==> src/rtl/sm_accumulator_pkg.sv <==
// Shared fixed-point constants and FSM encoding for the batch accumulator.
// Format is sign-magnitude Q21.10: bit 31 sign, [30:10] integer, [9:0] fraction.
package sm_accumulator_pkg;

    localparam int FP_W = 32;
    localparam int FP_SIGN = 31;
    localparam int FP_FRAC = 10;
    localparam logic [FP_W-2:0] FP_MAXMAG = 31'h7FFFFFFF;

    typedef enum logic [1:0] {
        ST_IDLE = 2'd0,
        ST_ACC  = 2'd1,
        ST_HOLD = 2'd2
    } state_t;

endpackage

==> src/rtl/sm_accumulator_sumador.sv <==
// Combinational sign-magnitude adder (Sumador): Z = a + b, ovf on magnitude carry.
// Unlike signs subtract the smaller magnitude from the larger and take its sign.
module Sumador
    import sm_accumulator_pkg::*;
(
    input  logic [FP_W-1:0] a,
    input  logic [FP_W-1:0] b,
    output logic [FP_W-1:0] Z,
    output logic            ovf
);

    logic [FP_W-1:0] ma;
    logic [FP_W-1:0] mb;
    logic [FP_W-1:0] sum;
    logic [FP_W-1:0] dab;
    logic [FP_W-1:0] dba;

    assign ma  = {1'b0, a[FP_SIGN-1:0]};
    assign mb  = {1'b0, b[FP_SIGN-1:0]};
    assign sum = ma + mb;
    assign dab = ma - mb;
    assign dba = mb - ma;

    always_comb begin
        Z   = '0;
        ovf = 1'b0;
        if (a[FP_SIGN] == b[FP_SIGN]) begin
            Z   = {a[FP_SIGN], sum[FP_SIGN-1:0]};
            ovf = sum[FP_SIGN];
        end else if (ma >= mb) begin
            Z = {a[FP_SIGN], dab[FP_SIGN-1:0]};
        end else begin
            Z = {b[FP_SIGN], dba[FP_SIGN-1:0]};
        end
    end

endmodule

==> src/rtl/sm_accumulator.sv <==
// Batch accumulator: sums LEN sign-magnitude operands through Sumador,
// saturating on overflow, and presents one result with a sticky overflow flag.
module sm_accumulator
    import sm_accumulator_pkg::*;
#(
    parameter int CNT_W = 8
) (
    input  logic             clk,
    input  logic             rst,
    input  logic             start,
    input  logic [CNT_W-1:0] len,
    input  logic             in_valid,
    input  logic [31:0]      in_data,
    output logic             in_ready,
    output logic             out_valid,
    output logic [31:0]      out_data,
    output logic             out_ovf,
    input  logic             out_ready,
    output logic             busy
);

    state_t          state;
    state_t          state_nxt;
    logic [31:0]     acc;
    logic [CNT_W-1:0] remaining;
    logic            sticky;
    logic [31:0]     z;
    logic            ovf;
    logic [31:0]     acc_nxt;
    logic            accept;

    Sumador u_sumador (
        .a   (acc),
        .b   (in_data),
        .Z   (z),
        .ovf (ovf)
    );

    assign accept = in_valid && (state == ST_ACC);

    // Saturate toward the operand sign; never store a negative zero.
    always_comb begin
        acc_nxt = z;
        if (ovf) begin
            acc_nxt = {in_data[FP_SIGN], FP_MAXMAG};
        end else if (z[FP_SIGN-1:0] == '0) begin
            acc_nxt = '0;
        end
    end

    always_ff @(posedge clk) begin
        if (rst) begin
            state <= ST_IDLE;
        end else begin
            state <= state_nxt;
        end
    end

    always_comb begin
        state_nxt = state;
        unique case (state)
            ST_IDLE: begin
                if (start) begin
                    state_nxt = (len != '0) ? ST_ACC : ST_HOLD;
                end
            end
            ST_ACC: begin
                if (accept && remaining == CNT_W'(1)) begin
                    state_nxt = ST_HOLD;
                end
            end
            ST_HOLD: begin
                if (out_ready) begin
                    state_nxt = ST_IDLE;
                end
            end
            default: state_nxt = ST_IDLE;
        endcase
    end

    always_comb begin
        in_ready  = (state == ST_ACC);
        out_valid = (state == ST_HOLD);
        busy      = (state != ST_IDLE);
        out_data  = out_valid ? acc : '0;
        out_ovf   = out_valid && sticky;
    end

    always_ff @(posedge clk) begin
        if (rst) begin
            acc       <= '0;
            remaining <= '0;
            sticky    <= 1'b0;
        end else if (state == ST_IDLE) begin
            if (start) begin
                acc       <= '0;
                remaining <= len;
                sticky    <= 1'b0;
            end
        end else if (accept) begin
            acc       <= acc_nxt;
            sticky    <= sticky | ovf;
            remaining <= remaining - 1'b1;
        end
    end

endmodule

==> config.mk <==
export PLATFORM = sky130hd
export DESIGN_NAME = sm_accumulator
export DESIGN_NICKNAME = d
export VERILOG_FILES = /design/src/rtl/sm_accumulator_pkg.sv /design/src/rtl/sm_accumulator_sumador.sv /design/src/rtl/sm_accumulator.sv
export SDC_FILE = /design/constraint.sdc
export NUM_CORES = 1
export LEC_CHECK = 0
export CORE_ASPECT_RATIO = 1.1
export CORE_MARGIN = 2
export CORE_UTILIZATION = 45
export DETAILED_ROUTE_END_ITERATION = 8
export PLACE_DENSITY = 0.67
export SETUP_SLACK_MARGIN = 0.02
export SYNTH_ARGS = -nofsm -noshare
export SYNTH_HDL_FRONTEND = slang
export SYNTH_HIERARCHICAL = 1
export SYNTH_SLANG_ARGS = --single-unit
==> constraint.sdc <==
create_clock -name clk -period 3.4 [get_ports clk]
set_input_delay 0.34 -clock clk [delete_from_list [all_inputs] [get_ports clk]]
set_output_delay 0.34 -clock clk [all_outputs]
set_load 0.005 [all_outputs]
==> reports/qor.csv, run 1 <==
metric;value;unit
outcome;finished, violations left;
violated checks;negative setup slack;
CP bufs+invs;5;
via count;9586;
Multi-input gate area;0.006782;sq mm
Yosys reg bits;43;
setup violators final;33;
Worst path top cell family by delay;simple AND/OR/NAND/NOR gates;
fin crit share;1.142;
Longest Clk Path Bufs;2;
worst clock skew;0.01106;ns
CTS tree;yes;
worst endpoint required time;3.59;ns
Area growth syn-to-layout;65.58;%
Post-route DRC;0;
synth top area cells;ha_1, dfxtp_1, a21oi_1;
layout cells sized above 1;0.3882;
setup repair after global routing missed its margin;yes;
Post-Synth Adder-Cell Area;0.1823;
Mapped Area;0.007328;sq mm
dpl ws;-1.269;ns
CTS buffer count;5;
placement row count;48;
dpl cell area;0.01074;sq mm
top-count cell post-synth;a21oi_1;
initial core utilization;0.4640;
first-iteration detailed-routing DRC count;816;
Crit Path Max Fanout;6;
Syn Nets;1221;
die area;0.01732;sq mm
PwrDens;266.8;mW/mm^2
initial antenna violation count;0;
synth cell count leaders;a21oi_1, ha_1, inv_1;
Via density;5.764;
register area;883.3;sq um
Final Cell Area;0.01213;sq mm
Sw Pwr;1.350;mW
Final WS setup;-0.4836;ns
vias in the first global route;9521;
io pins;81;
post-synthesis cell type count;85;
Max IR drop VDD;0.2761;mV
n_diodes;0;
Layout Utilization;0.7682;
H-tree depth;2;
RD Place Congestion;1.004;
nets;1612;
First-pass DRT Iterations;6;
Simple-Gate Fraction of Synth Area;0.2354;
minimum clock period;3.884;ns
endpoints failing hold;0;
Mapped Cells;1071;
Slowest cell on crit path;nor4_1;
cell taking the most area after synthesis;ha_1;
post-synth top area share;0.1742;
Async SR Flop Fraction;0;
EDFF count, synth;0;
CP cell instances;inv_1 > ha_4 > buf_12 > nand4_1 > nor2_2 > nand2_1 > nand3_1 > and2_4 > o21ai_4 > buf_4 > and3_1 > buf_4 > nor3_1 > a21oi_1 > xnor2_1 > nor4_1 > buf_4 > nand4_1 > o2111ai_2 > a21oi_1;
Post-Syn Area per Cell;6.842;sq um
Worst path most repeated cell;buf_4;
worst min-delay path class;reg -> reg;
leakage;5.329;nW
largest family of logic cells by synthesized area;compound AO/OA/AOI/OAI gates;
Die H;137.8;um
synth warn;6;
Worst-Skew Late Latency;0.32;ns
Max Slew Vio Count;0;
Post-DRT Antenna Nets;0;
hold_buf cts;0;
Reg power frac;0.178;
sequential share of the synthesized area;0.1175;
residual overflow from global routing;0;
Routed WL per cell;18.13;um
All-Layer GR Usage;0.3359;
Sink Count;43;
largest net degree at the start of global routing;35;
drt total wl;30.15;mm
Internal Pwr Total;1.886;mW
multiplexer fraction of the synthesized cell area;0.01844;
compound-cell area share of the yosys netlist;0.3194;
fillcell total;1193;
Crit. End Element;flop;
Setup TNS Final;-3.905;ns
Max Cap Viol;0;
Clk pwr share;0.191;
first-pass GRT wire length;47.35;mm
normalized max-slew margin;0.2190;
clk slew on worst S/H paths;0.08;ns
Setup CP Type;reg -> reg;
Core Footprint;0.01580;sq mm
die span in x;125.7;um
Buffers on Ports;80;
root buffer cell;clkbuf_16;
Main synth FF type;dfxtp_1;
detailed placement HPWL;22.18;mm
Sw Share;0.4172;
Worst-Margin Slew;1.170;ns
Worst Path Arrival;4.08;ns
Synth Area in XOR/XNOR;0.03466;
CP startpoint kind;flop;
CP max stage delay;0.38;ns
fmax;0.2575;GHz
combinational share of power;0.631;
[through the flow]
step	total power, mW	hold WS [ns]	std cells
finish	3.237	0.4731	1663
floorplan	1.469	0.4366	1071
CTS	3.097	0.4732	1653
detailed placement	2.308	0.4616	1629
global route	3.415	0.4999	1663
global placement	2.293	0.4474	1629
[cells in the final DEF (no fill, tap or decap), types with 20 or more instances in the layout]
cell type,n
inv_1,90
and2_1,38
dlygate4sd2_1,27
buf_4,346
a21oi_2,20
dfxtp_1,27
nor3_1,34
nand2_1,89
ha_1,65
o21ai_0,47
xnor2_1,22
ha_4,29
o21ai_1,21
o21ai_2,26
nor2_1,66
a21oi_1,124
clkdlybuf4s50_1,52
[tightest hold or removal path, cell delays in order (launching register included)]
cell and delay [ns]:
dfxtp_2 0.33, nand2_1 0.05, a21oi_1 0.06
[kinds of logic (layout without fill, tap and decap cells)]
group | Yosys count | count (layout)
adder cells (fa/ha/maj) | 105 | 105
buffers and inverters | 160 | 552
AO/OA/AOI/OAI | 378 | 378
XOR/XNOR | 29 | 29
AND/OR/NAND/NOR | 343 | 343
multiplexers | 13 | 13
flip-flops | 43 | 43
[per-layer routing]
layer | track usage | routed length, um
met5 | 0 | 0
met3 | 0.05087 | 2079
met2 | 0.5925 | 14580
met4 | 0.1247 | 1091
met1 | 0.4151 | 12400
[what timing repair did]
action,in CTS,in global routing
gates resized for setup,179,89
pin swaps,61,53
endpoints found under the setup margin,33,33
endpoints found under the hold margin,0,0
buffers inserted,15,9
gates cloned,2,2
[final timing paths]
path / endpoint / start / cells past startpoint / slack [ns]
max: acc[31] / acc[20] / 20 / -0.48
min: acc[8] / acc[8] / 2 / 0.47
max reg2reg: acc[31] / acc[20] / 20 / -0.48
min reg2reg: acc[8] / acc[8] / 2 / 0.47
[final cells by class]
cell class              count  area share
well taps                 200     0.02062
inverters                 100     0.03155
multi-input cells         868      0.5589
clock buffers               5     0.01031
clock inverters             3    0.003815
repair buffers            444      0.3020
flip-flops and latches     43     0.07280
[power groups by stage]
| stage | clock network (mW) | registers, mW | logic (mW) |
|---|---|---|---|
| 2_1_floorplan | 0 | 0.589 | 0.880 |
| 3_3_place_gp | 0 | 0.583 | 1.71 |
| 3_5_place_dp | 0 | 0.585 | 1.72 |
| 4_1_cts | 0.632 | 0.575 | 1.89 |
| 5_1_grt | 0.642 | 0.582 | 2.19 |
| 6_report | 0.618 | 0.576 | 2.04 |
[flip-flops by register name, summed over array words and instances (netlist names)]
name	cells
acc	32
remaining	8
state	2
sticky	1
Note: power is estimated with default switching activity, not from simulation.
==> inputs of run 2 (changes only) <==
--- a/config.mk
+++ b/config.mk
@@ -7,9 +7,9 @@
 export LEC_CHECK = 0
 export CORE_ASPECT_RATIO = 1.1
 export CORE_MARGIN = 2
-export CORE_UTILIZATION = 45
+export CORE_UTILIZATION = 40
 export DETAILED_ROUTE_END_ITERATION = 8
-export PLACE_DENSITY = 0.67
+export PLACE_DENSITY = 0.6
 export SETUP_SLACK_MARGIN = 0.02
 export SYNTH_ARGS = -nofsm -noshare
 export SYNTH_HDL_FRONTEND = slang
==> run 2 against run 1 <==
Effect of this change:
- the run still ends with negative setup slack left
- clock power rose by 14%
- first-iteration DRC count fell by 21%
- critical path depth fell by 1
- flip-flop and latch count did not move
- largest cell class unchanged
==> reports/qor.csv, run 2 (same netlist as run 1, synthesis figures left out) <==
metric;value;unit
Core Footprint;0.01780;sq mm
n_diodes;0;
Reg power frac;0.174;
Sink Count;43;
CP startpoint kind;flop;
CTS tree;yes;
minimum clock period;3.835;ns
Final WS setup;-0.4353;ns
hold_buf cts;0;
clk slew on worst S/H paths;0.08;ns
initial antenna violation count;0;
worst clock skew;0.01560;ns
fillcell total;1519;
Routed WL per cell;17.28;um
Crit. End Element;flop;
Setup TNS Final;-0.7433;ns
Worst-Skew Late Latency;0.31;ns
H-tree depth;2;
Longest Clk Path Bufs;2;
normalized max-slew margin;0.1545;
Max IR drop VDD;0.2258;mV
largest register by flop count;acc;
violated checks;negative setup slack;
Area growth syn-to-layout;66.47;%
die area;0.01942;sq mm
drt total wl;29.13;mm
Sw Pwr;1.360;mW
worst endpoint required time;3.58;ns
RD Place Congestion;0.9683;
detailed placement HPWL;21.92;mm
residual overflow from global routing;0;
most common cell after layout, fill and taps aside;buf_4;
most frequent cells in the layout;buf_4, a21oi_1, inv_1;
setup repair after global routing missed its margin;yes;
Pwr Total;3.311;mW
Post-DRT Antenna Nets;0;
Post-route DRC;0;
All-Layer GR Usage;0.2924;
Setup CP Type;reg -> reg;
via count;9182;
nets;1597;
largest net degree at the start of global routing;37;
endpoints failing hold;0;
layout cells sized above 1;0.3888;
first-iteration detailed-routing DRC count;644;
Worst Path Arrival;4.02;ns
Internal Pwr Total;1.952;mW
fin crit share;1.128;
leakage;5.350;nW
Crit Path Max Fanout;6;
PwrDens;271.4;mW/mm^2
setup violators final;7;
fmax;0.2607;GHz
die span in x;133.1;um
placement row count;51;
root buffer cell;clkbuf_16;
Die H;146.0;um
combinational share of power;0.614;
Max Slew Vio Count;0;
Clk pwr share;0.212;
io pins;81;
CTS buffer count;5;
Max Cap Viol;0;
max FFs per register;32;
vias in the first global route;9089;
Worst-Margin Slew;1.267;ns
Sw Share;0.4106;
First-pass DRT Iterations;5;
initial core utilization;0.4116;
first-pass GRT wire length;46.49;mm
Buffers on Ports;80;
Largest regs;acc: 32 flops, remaining: 8 flops, state: 2 flops;
outcome;finished, violations left;
worst min-delay path class;reg -> reg;
Via density;5.446;
run 2: path summary, 6_finish.rpt:
path / startpoint / end / slack [ns] / cells past startpoint
worst max-delay path: acc[14] / acc[31] / -0.44 / 19
worst min-delay path: remaining[6] / remaining[6] / 0.48 / 2
worst max register to register: acc[14] / acc[31] / -0.44 / 19
worst min register to register: remaining[6] / remaining[6] / 0.48 / 2
run 2: timing repair:
item                                    4_1_cts  5_1_grt
endpoints found under the setup margin       33       33
cloned                                        2        0
gates resized for setup                     179       99
buffers inserted                             15       12
pin swaps                                    89       55
run 2: power groups by stage:
stage / registers, mW / clock network [mW] / logic [mW]
2_1_floorplan: 0.589 / 0 / 0.880
3_3_place_gp: 0.585 / 0 / 1.69
3_5_place_dp: 0.586 / 0 / 1.69
4_1_cts: 0.575 / 0.719 / 1.87
5_1_grt: 0.582 / 0.730 / 2.18
6_report: 0.575 / 0.703 / 2.03
run 2: area by class of cell:
class                      count  area [sq um]  share of cell area
multi-input combinational    868          6898              0.5654
sequential                    43         883.3             0.07241
clock buffer                   5         125.1             0.01026
inverter                     100         380.4             0.03118
clock inverter                 3         71.32            0.005846
timing repair buffer         429          3543              0.2905
tap                          238         297.8             0.02441
run 2: critical path, stage by stage, from the launching register on:
cell and delay, ns:
dfxtp_2 0.33, inv_2 0.05, ha_4 0.26, buf_6 0.09
buf_4 0.11, clkinv_4 0.04, buf_4 0.15, nor3_2 0.23
and2_4 0.19, a41o_4 0.22, nor2_1 0.07, buf_4 0.17
a21o_1 0.19, a32oi_4 0.26, nor4_1 0.07, or4_4 0.57
nor4_1 0.19, nand4_1 0.19, o2111ai_2 0.23, a21oi_1 0.08
run 2: metrics by stage:
step                instances  hold WS [ns]  area (sq um)  setup slack (ns)  utilization
detailed placement       1654        0.4657         10700            -1.482       0.6009
finish                   1686        0.4761         12200           -0.4353       0.6852
global route             1686        0.4967         12200           -0.6322       0.6852
global placement         1654        0.4631         10700            -1.369       0.6009
CTS                      1678        0.4765         11700           -0.4305       0.6570
floorplan                1071        0.4366          7412           -0.1415            -
run 2: routing by layer:
layer / up-vias / wire (um) / GRT usage
li1: 4519 / - / -
met1: 4335 / 13160 / 0.3888
met2: 276 / 14100 / 0.5075
met3: 52 / 1185 / 0.02543
met4: 0 / 680 / 0.07581
met5: - / 0 / 0
==> inputs of run 3 (changes only) <==
==> constraint.sdc (replaced) <==
create_clock -name clk -period 3.4 [get_ports clk]
set_input_delay 0.34 -clock clk [delete_from_list [all_inputs] [get_ports clk]]
set_output_delay 0.34 -clock clk [all_outputs]
set_load 0.05 [all_outputs]
==> run 3 against run 2 <==
Effect of this change:
- the flow still finishes with violations (negative setup slack)
- flip-flop and latch count unchanged
- sequential power about the same
- clock-buffer cell count unchanged
- utilization increased by 1.7 points
- global-route usage increased by 0.55 points
- power increased by 2.8%
- first-iteration DRC count increased by 7.6%
- combinational power increased by 5%
- via count increased by 3.1%
- critical endpoint unchanged
- register-to-register slack got worse by 0.09 ns
==> reports/qor.csv, run 3 (same netlist as run 1, synthesis figures left out) <==
metric;value;unit
first-pass GRT wire length;47.16;mm
via count;9470;
fmax;0.2545;GHz
All-Layer GR Usage;0.2979;
setup repair after global routing missed its margin;yes;
PwrDens;272.1;mW/mm^2
root buffer cell;clkbuf_16;
most frequent cells in the layout;buf_4, a21oi_1, nand2_1;
initial antenna violation count;0;
Sink Count;43;
Largest regs;acc: 32 flops, remaining: 8 flops, state: 2 flops;
Layout Utilization;0.7027;
reg2reg setup slack;-0.53;ns
CTS buffer count;5;
Post-route DRC;0;
Max Cap Viol;0;
Die H;146.0;um
R2R Path Start;acc[2];
CP Capture Point;acc[31];
Core Footprint;0.01780;sq mm
residual overflow from global routing;0;
CP startpoint kind;flop;
detailed placement HPWL;22.25;mm
Area growth syn-to-layout;70.72;%
leakage;5.506;nW
normalized max-slew margin;0.4891;
outcome;finished, violations left;
die area;0.01942;sq mm
Worst Path Arrival;4.11;ns
fillcell total;1462;
First-pass DRT Iterations;6;
nets;1621;
n_diodes;0;
initial core utilization;0.4116;
Crit Path Max Fanout;6;
Final WS setup;-0.5292;ns
minimum clock period;3.929;ns
worst endpoint required time;3.58;ns
Worst-Skew Late Latency;0.31;ns
fin crit share;1.156;
die span in x;133.1;um
io pins;81;
Worst-Margin Slew;0.7664;ns
clk slew on worst S/H paths;0.08;ns
endpoints failing hold;0;
crit path launch;acc[2];
Routed WL per cell;18.03;um
first-iteration detailed-routing DRC count;693;
Post-DRT Antenna Nets;0;
largest net degree at the start of global routing;42;
placement row count;51;
most common cell after layout, fill and taps aside;buf_4;
max FFs per register;32;
Setup CP Type;reg -> reg;
Buffers on Ports;80;
layout cells sized above 1;0.4137;
Pwr Total;3.404;mW
Crit. End Element;flop;
Longest Clk Path Bufs;2;
setup violators final;16;
Setup TNS Final;-0.9785;ns
H-tree depth;2;
Max IR drop VDD;0.2842;mV
worst flop-to-flop path endpoint;acc[31];
hold_buf cts;0;
drt total wl;30.83;mm
CTS tree;yes;
Max Slew Vio Count;0;
Via density;5.538;
vias in the first global route;9100;
largest register by flop count;acc;
violated checks;negative setup slack;
worst reg2reg path depth;19;
RD Place Congestion;1.003;
worst min-delay path class;reg -> reg;
worst clock skew;0.01081;ns
==> run 3: cell types whose count changed in the layout (fill, tap and decap cells not counted), sizes merged <==
cell	previous run	this run
clkdlybuf4s50	56	55
buf	349	371
dlygate4sd2	19	22
clkbuf	5	8
dlymetal6s2s	5	2
==> run 3: what timing repair did <==
item                                    CTS  global route
cloned                                    0             2
gates resized for setup                 162           136
buffers inserted                         32            12
pin swaps                                49            81
endpoints found under the setup margin   33            33
==> run 3: cell type report <==
class / count / area [sq um] / area share
Clock buffer: 5 / 125.1 / 0.01000
Clock inverter: 3 / 71.32 / 0.005701
Inverter: 100 / 382.9 / 0.03060
Multi-Input combinational cell: 868 / 7007 / 0.5601
Sequential cell: 43 / 885.9 / 0.07081
Tap cell: 238 / 297.8 / 0.02380
Timing Repair Buffer: 453 / 3741 / 0.2990
==> run 3: worst min-delay path by stage <==
stage / startpoint / endpoint / slack (ns) / cells after the start
final: acc[20] / acc[20] / 0.47 / 2
after global routing: acc[20] / acc[20] / 0.49 / 2
after CTS: acc[20] / acc[20] / 0.47 / 2
after floorplan: start / sticky / 0.44 / 1
after detailed placement: acc[20] / acc[20] / 0.46 / 2
after global placement: acc[20] / acc[20] / 0.46 / 2
==> run 3: worst max-delay path, cell delays in order, from the launching register on <==
cell and delay (ns):
dfxtp_4 0.38, inv_4 0.04, ha_4 0.25, o211ai_2 0.19
a21oi_2 0.08, o21ai_4 0.16, a21oi_2 0.08, o2111a_2 0.30
o21a_4 0.21, buf_4 0.13, nor2_2 0.17, buf_4 0.16
buf_4 0.16, o21ai_0 0.11, a21oi_1 0.25, xnor2_1 0.22
nor4_2 0.39, nand4_1 0.19, o2111ai_1 0.22, a21oi_1 0.09
==> run 3: power breakdown <==
part	switching (mW)	internal (mW)	leakage (nW)	total (mW)
Clock	0.272	0.428	0.0959	0.700
Combinational	1.11	1.02	5.05	2.13
Sequential	0.0343	0.543	0.358	0.577
==> run 3: through the flow <==
step | cell area (sq um) | worst slack (ns) | instances | hold WS (ns)
2_1_floorplan | 7412 | -0.1415 | 1071 | 0.4366
3_3_place_gp | 10760 | -1.383 | 1660 | 0.4570
3_5_place_dp | 10760 | -1.402 | 1660 | 0.4587
4_1_cts | 11860 | -0.4334 | 1700 | 0.4711
5_1_grt | 12510 | -0.6260 | 1710 | 0.4933
6_report | 12510 | -0.5292 | 1710 | 0.4706
==> run 3: per-layer routing <==
metal	part of all wire	routed length, um	up-vias	global-route usage
met4	0.024	744	0	0.07258
met2	0.48	14940	343	0.5093
met5	0	0	-	0
met1	0.44	13520	4490	0.4022
met3	0.053	1622	68	0.02891
li1	-	-	4569	-
==> RTL edit 1 (config.mk and constraints of run 2) <==
Reset style: asynchronous (`rst`), changed in 2 clocked blocks.
--- a/src/rtl/sm_accumulator.sv
+++ b/src/rtl/sm_accumulator.sv
@@ -48,7 +48,7 @@
         end
     end
 
-    always_ff @(posedge clk) begin
+    always_ff @(posedge clk or posedge rst) begin
         if (rst) begin
             state <= ST_IDLE;
         end else begin
@@ -86,7 +86,7 @@
         out_ovf   = out_valid && sticky;
     end
 
-    always_ff @(posedge clk) begin
+    always_ff @(posedge clk or posedge rst) begin
         if (rst) begin
             acc       <= '0;
             remaining <= '0;
Formal check against the unedited RTL: differs if rst is asserted again (counterexample within 4 cycles, from zero or initial values and one cycle with rst high); with rst held inactive, the same outputs for 4 cycles.
==> RTL edit 1 against run 2 <==
The run still ends with negative setup slack left. Design area rose by 0.12%. Fmax rose by 0.27%. Register-to-register slack improved by 0.04 ns. Sequential cell count did not move. Worst hold slack improved by 0.046 ns. Routed wire length rose by 1.1%. Setup slack improved by 0.010 ns. Cell count rose by 1.1%. Area after synthesis rose by 2.0%. Global-route usage rose by 0.14 points. Critical endpoint is now acc[31]$_DFFE_PP0P_. Highest routed layer unchanged.
Power is left out: it rests on default switching activity, and per cell area and clock period it moved more than threefold.
==> RTL edit 1: results (changes against run 2) <==
drt:
  drt-wirelength-per-cell_um: 17.3  # about the same
  met2_length_um: 14400  # +2.1%
  dr_wl_met3_um: 1070  # -9.4%
  met1_length_um: 13000  # -1.2%
  drt_iter0_markers: 499  # -23%
timing:
  final.setup_skew_ns: 0.0160  # +0.000405 ns
  worst_slack_ns: -0.425  # +0.0104 ns
  slew_headroom: 0.401  # +0.247
  fin_setup_tns_ns: -7.11  # -6.37 ns
  setup_viol: 33  # +26
yosys:
  synth-seq-area-share: 0.144  # +0.0264
  synth_fp_nets: 1207  # -1.1%
  netlist_instances: 1057  # -1.3%
  ys_types: 83  # -2.4%
  ys_top_cells_by_count: "a21oi_1, nor2_1, ha_1"
  synthFlopType: "dfrtp_1"
  synthArstFlopShare: 1.00  # +1.00
worst_setup_path:
  startpoint: "in_data[9]"
  r2r_cells: 16  # -3
  crit_type: "in2reg"
  r2r_end: "acc[31]$_DFFE_PP0P_"
  arrival_ns: 3.99  # -0.03 ns
  crit_path_max_fanout: 8  # +2
placement:
  gp_congestion: 0.964  # -0.40%
  place_hpwl_um: 23100  # +5.2%
  post-place-ws_ns: -1.16  # +0.322 ns
  placedCellCount: 1668  # +0.85%
  dpl_cell_area_mm2: 0.0110  # +2.4%
final_layout:
  n_fill_cell: 1673  # +10%
  drive_above_1_share: 0.374  # -0.0144
  nets: 1610  # +0.81%
outcome:
  violations: "negative setup slack"
  status: "finished with violations"
global_routing:
  grt_pass1_vias: 9146  # +0.63%
  grt_util_met3: 0.0346  # +0.00921
  grt_pass1_wl_um: 46900  # +0.80%
  grt_use_met2: 0.512  # +0.00422
  grt_use_met1: 0.374  # -0.0146
  track_usage: 0.294  # +0.00143
clocking:
  clk_latency_ns: 0.32
hold_path:
  min-delay-start: "sticky$_DFFE_PP0P_"
## RTL edit 1: worst min path at each step
| stage | slack [ns] | cells past startpoint | end |
|---|---|---|---|
| floorplan | 0.43 | 1 | sticky$_DFFE_PP0P_ |
| finish | 0.52 | 2 | sticky$_DFFE_PP0P_ |
| CTS | 0.53 | 2 | sticky$_DFFE_PP0P_ |
| detailed placement | 0.51 | 2 | sticky$_DFFE_PP0P_ |
| global route | 0.56 | 2 | sticky$_DFFE_PP0P_ |
| global placement | 0.50 | 2 | sticky$_DFFE_PP0P_ |
## RTL edit 1: kinds of logic (layout without fill, tap and decap cells)
group	Yosys count	in the layout	synth area share
AND/OR/NAND/NOR	366	366	0.241
AO/OA/AOI/OAI	344	344	0.292
buffers and inverters	156	560	0.0912
adder cells (fa/ha/maj)	105	105	0.179
flip-flops	43	43	0.144
XOR/XNOR	29	29	0.0340
multiplexers	14	14	0.0192
## RTL edit 1: critical path: stages
cell and delay (ns):
clkdlybuf4s50_1 0.59, ha_4 0.26, buf_4 0.18, nand2_1 0.12, a21oi_2 0.05, o2111a_1 0.29
buf_4 0.15, o21a_4 0.21, or3_4 0.36, a32oi_4 0.32, nor4_2 0.06, or4_4 0.56
nor3_4 0.15, nand4_1 0.13, nor2_2 0.15, o311ai_2 0.08
## RTL edit 1: final cells by class
cell class / instances / area [um^2] / area share
clock buffers: 5 / 125 / 0.0102
clock inverters: 3 / 46.3 / 0.00379
inverters: 98 / 373 / 0.0305
multi-input cells: 858 / 6590 / 0.539
flip-flops and latches: 43 / 1080 / 0.0882
well taps: 243 / 304 / 0.0249
repair buffers: 454 / 3700 / 0.303
## RTL edit 1: what timing repair did
item                       in CTS  in global routing
cloned                          1                  0
setup endpoints to repair      33                 33
pin swaps                      41                 40
hold buffers                    0                  0
buffers inserted               20                  7
gates resized for setup       149                 58
==> RTL edit 2 (settings of run 2) <==
Without the edit above. Change the package constant `FP_MAXMAG` from 31'h7FFFFFFF to 31'h3FFFFFFF.
--- a/src/rtl/sm_accumulator_pkg.sv
+++ b/src/rtl/sm_accumulator_pkg.sv
@@ -5,7 +5,7 @@
     localparam int FP_W = 32;
     localparam int FP_SIGN = 31;
     localparam int FP_FRAC = 10;
-    localparam logic [FP_W-2:0] FP_MAXMAG = 31'h7FFFFFFF;
+    localparam logic [FP_W-2:0] FP_MAXMAG = 31'h3FFFFFFF;
 
     typedef enum logic [1:0] {
         ST_IDLE = 2'd0,
Behaviour: not the same (a bounded check fails within 4 cycles, from zero or initial values and one cycle with rst high).
==> RTL edit 2 against run 2 <==
The flow still finishes with violations (negative setup slack). Design area grew 1.4%. Fmax shrank 0.26%. Via count grew 2.6%. Non-clock buffer count grew 24. Clock skew shrank 0.00073 ns. Routed wire length grew 2.3%. Worst hold slack gained 0.019 ns. Combinational power is essentially flat. Critical endpoint unchanged. Highest routed layer unchanged. Sequential cell count is the same. Largest cell class unchanged. Power shrank 0.18%. Area after synthesis grew 0.48%. Setup slack lost 0.010 ns.
==> RTL edit 2: results (changes against run 2) <==
outcome:
  status: "finished with violations"
  violations: "negative setup slack"
global_routing:
  grt_use_met1: 0.384  # -0.00526
  grt_use_met2: 0.504  # -0.00390
  grt_util_met3: 0.0316  # +0.00617
  grt_pass1_vias: 9165  # +0.84%
  track_usage: 0.294  # +0.00164
  grt_pass1_wl_um: 46700  # +0.45%
  grt_max_degree: 44  # +19%
yosys:
  syn_area_mm2: 0.00736  # +0.48%
  netlist_top_cells_area: "ha_1, dfxtp_1, a21oi_1"
  ys_top_cells_by_count: "a21oi_1, ha_1, inv_1"
  yosysWarningCount: 6  # unchanged
  synth_fp_nets: 1226  # +0.41%
  syn-mean-instance-area_um2: 6.84  # about the same
  synth-seq-area-share: 0.117  # -0.000559
final_layout:
  buf_share: 0.305  # +0.0141
  diodes: 0  # unchanged
  reg_top3: "acc: 32 flops, remaining: 8 flops, state: 2 flops"
  num-nonclk-buffers: 453  # +5.6%
  drive_above_1_share: 0.399  # +0.00997
  multi_input_gates: 867  # -0.12%
  nets: 1621  # +1.5%
  n_all_inverters: 101  # +1.0%
  stdcell_count: 1715  # +1.7%
  clk_share: 0.0159  # -0.000215
  n_fill_cell: 1583  # +4.2%
  seq_area_um2: 888  # +0.57%
  multi_input_area_mm2: 0.00683  # -1.1%
drt:
  dr_wl_met3_um: 1240  # +4.6%
  met1_length_um: 13200  # about the same
  drt_iter0_markers: 480  # -25%
  met2_length_um: 14400  # +2.3%
  finalWirelength_um: 29800  # +2.3%
  viasPerCell: 5.49  # +0.86%
timing:
  worst_slack_ns: -0.445  # -0.00997 ns
  hold_slack_ns: 0.495  # +0.0191 ns
  final.setup_skew_ns: 0.0149  # -0.000727 ns
  worstMarginPinSlew_ns: 0.655  # -0.612 ns
  fin_setup_tns_ns: -11.64  # -10.90 ns
  setup_viol: 33  # +26
worst_setup_path:
  max_stage_delay_ns: 0.55  # -0.02 ns
  r2r_cells: 17  # -2
  startpoint: "acc[2]$_SDFFE_PP0P_"
  path_delay_family: "compound AO/OA/AOI/OAI gates"
  crit_path_max_fanout: 4  # -2
hold_path:
  whs_path_depth: 2  # unchanged
clocking:
  cts_setup_buffers: 23  # +8
  cts-resized-gates: 141  # -21%
power:
  switching_power_mw: 1.35  # -0.66%
  p_leak_nw: 5.55  # +3.8%
  peakVddDrop_v: 0.000236  # +4.4%
  power.density_mw_per_mm2: 267  # -1.5%
placement:
  gp_congestion: 0.975  # +0.71%
  place_hpwl_um: 22600  # +3.2%
  dpl_cell_area_mm2: 0.0108  # +0.88%
  post-place-ws_ns: -1.24  # +0.245 ns
-- RTL edit 2: changes by cell type in the layout (fill, tap and decap cells not counted), moves of 4 or more --
cell and delta:
buf_4 +15, ha_2 +4, and3_1 +32, o21ai_4 -4, nand2_1 -5, buf_6 +9
and2_1 -33, o21ai_1 +4
-- RTL edit 2: power by group through the flow --
stage	clock network, mW	registers [mW]	logic [mW]
floorplan	0	0.586	0.871
global placement	0	0.584	1.69
detailed placement	0	0.585	1.69
CTS	0.726	0.572	1.84
global route	0.735	0.578	2.19
finish	0.705	0.573	2.03
-- RTL edit 2: logic make-up (layout without fill, tap and decap cells) --
group	after synthesis	count (layout)	share of synthesized area
multiplexers	12	12	0.0168
AND/OR/NAND/NOR	342	342	0.235
flip-flops	43	43	0.117
XOR/XNOR	29	29	0.0345
buffers and inverters	166	562	0.0953
adder cells (fa/ha/maj)	105	105	0.181
AO/OA/AOI/OAI	379	379	0.320
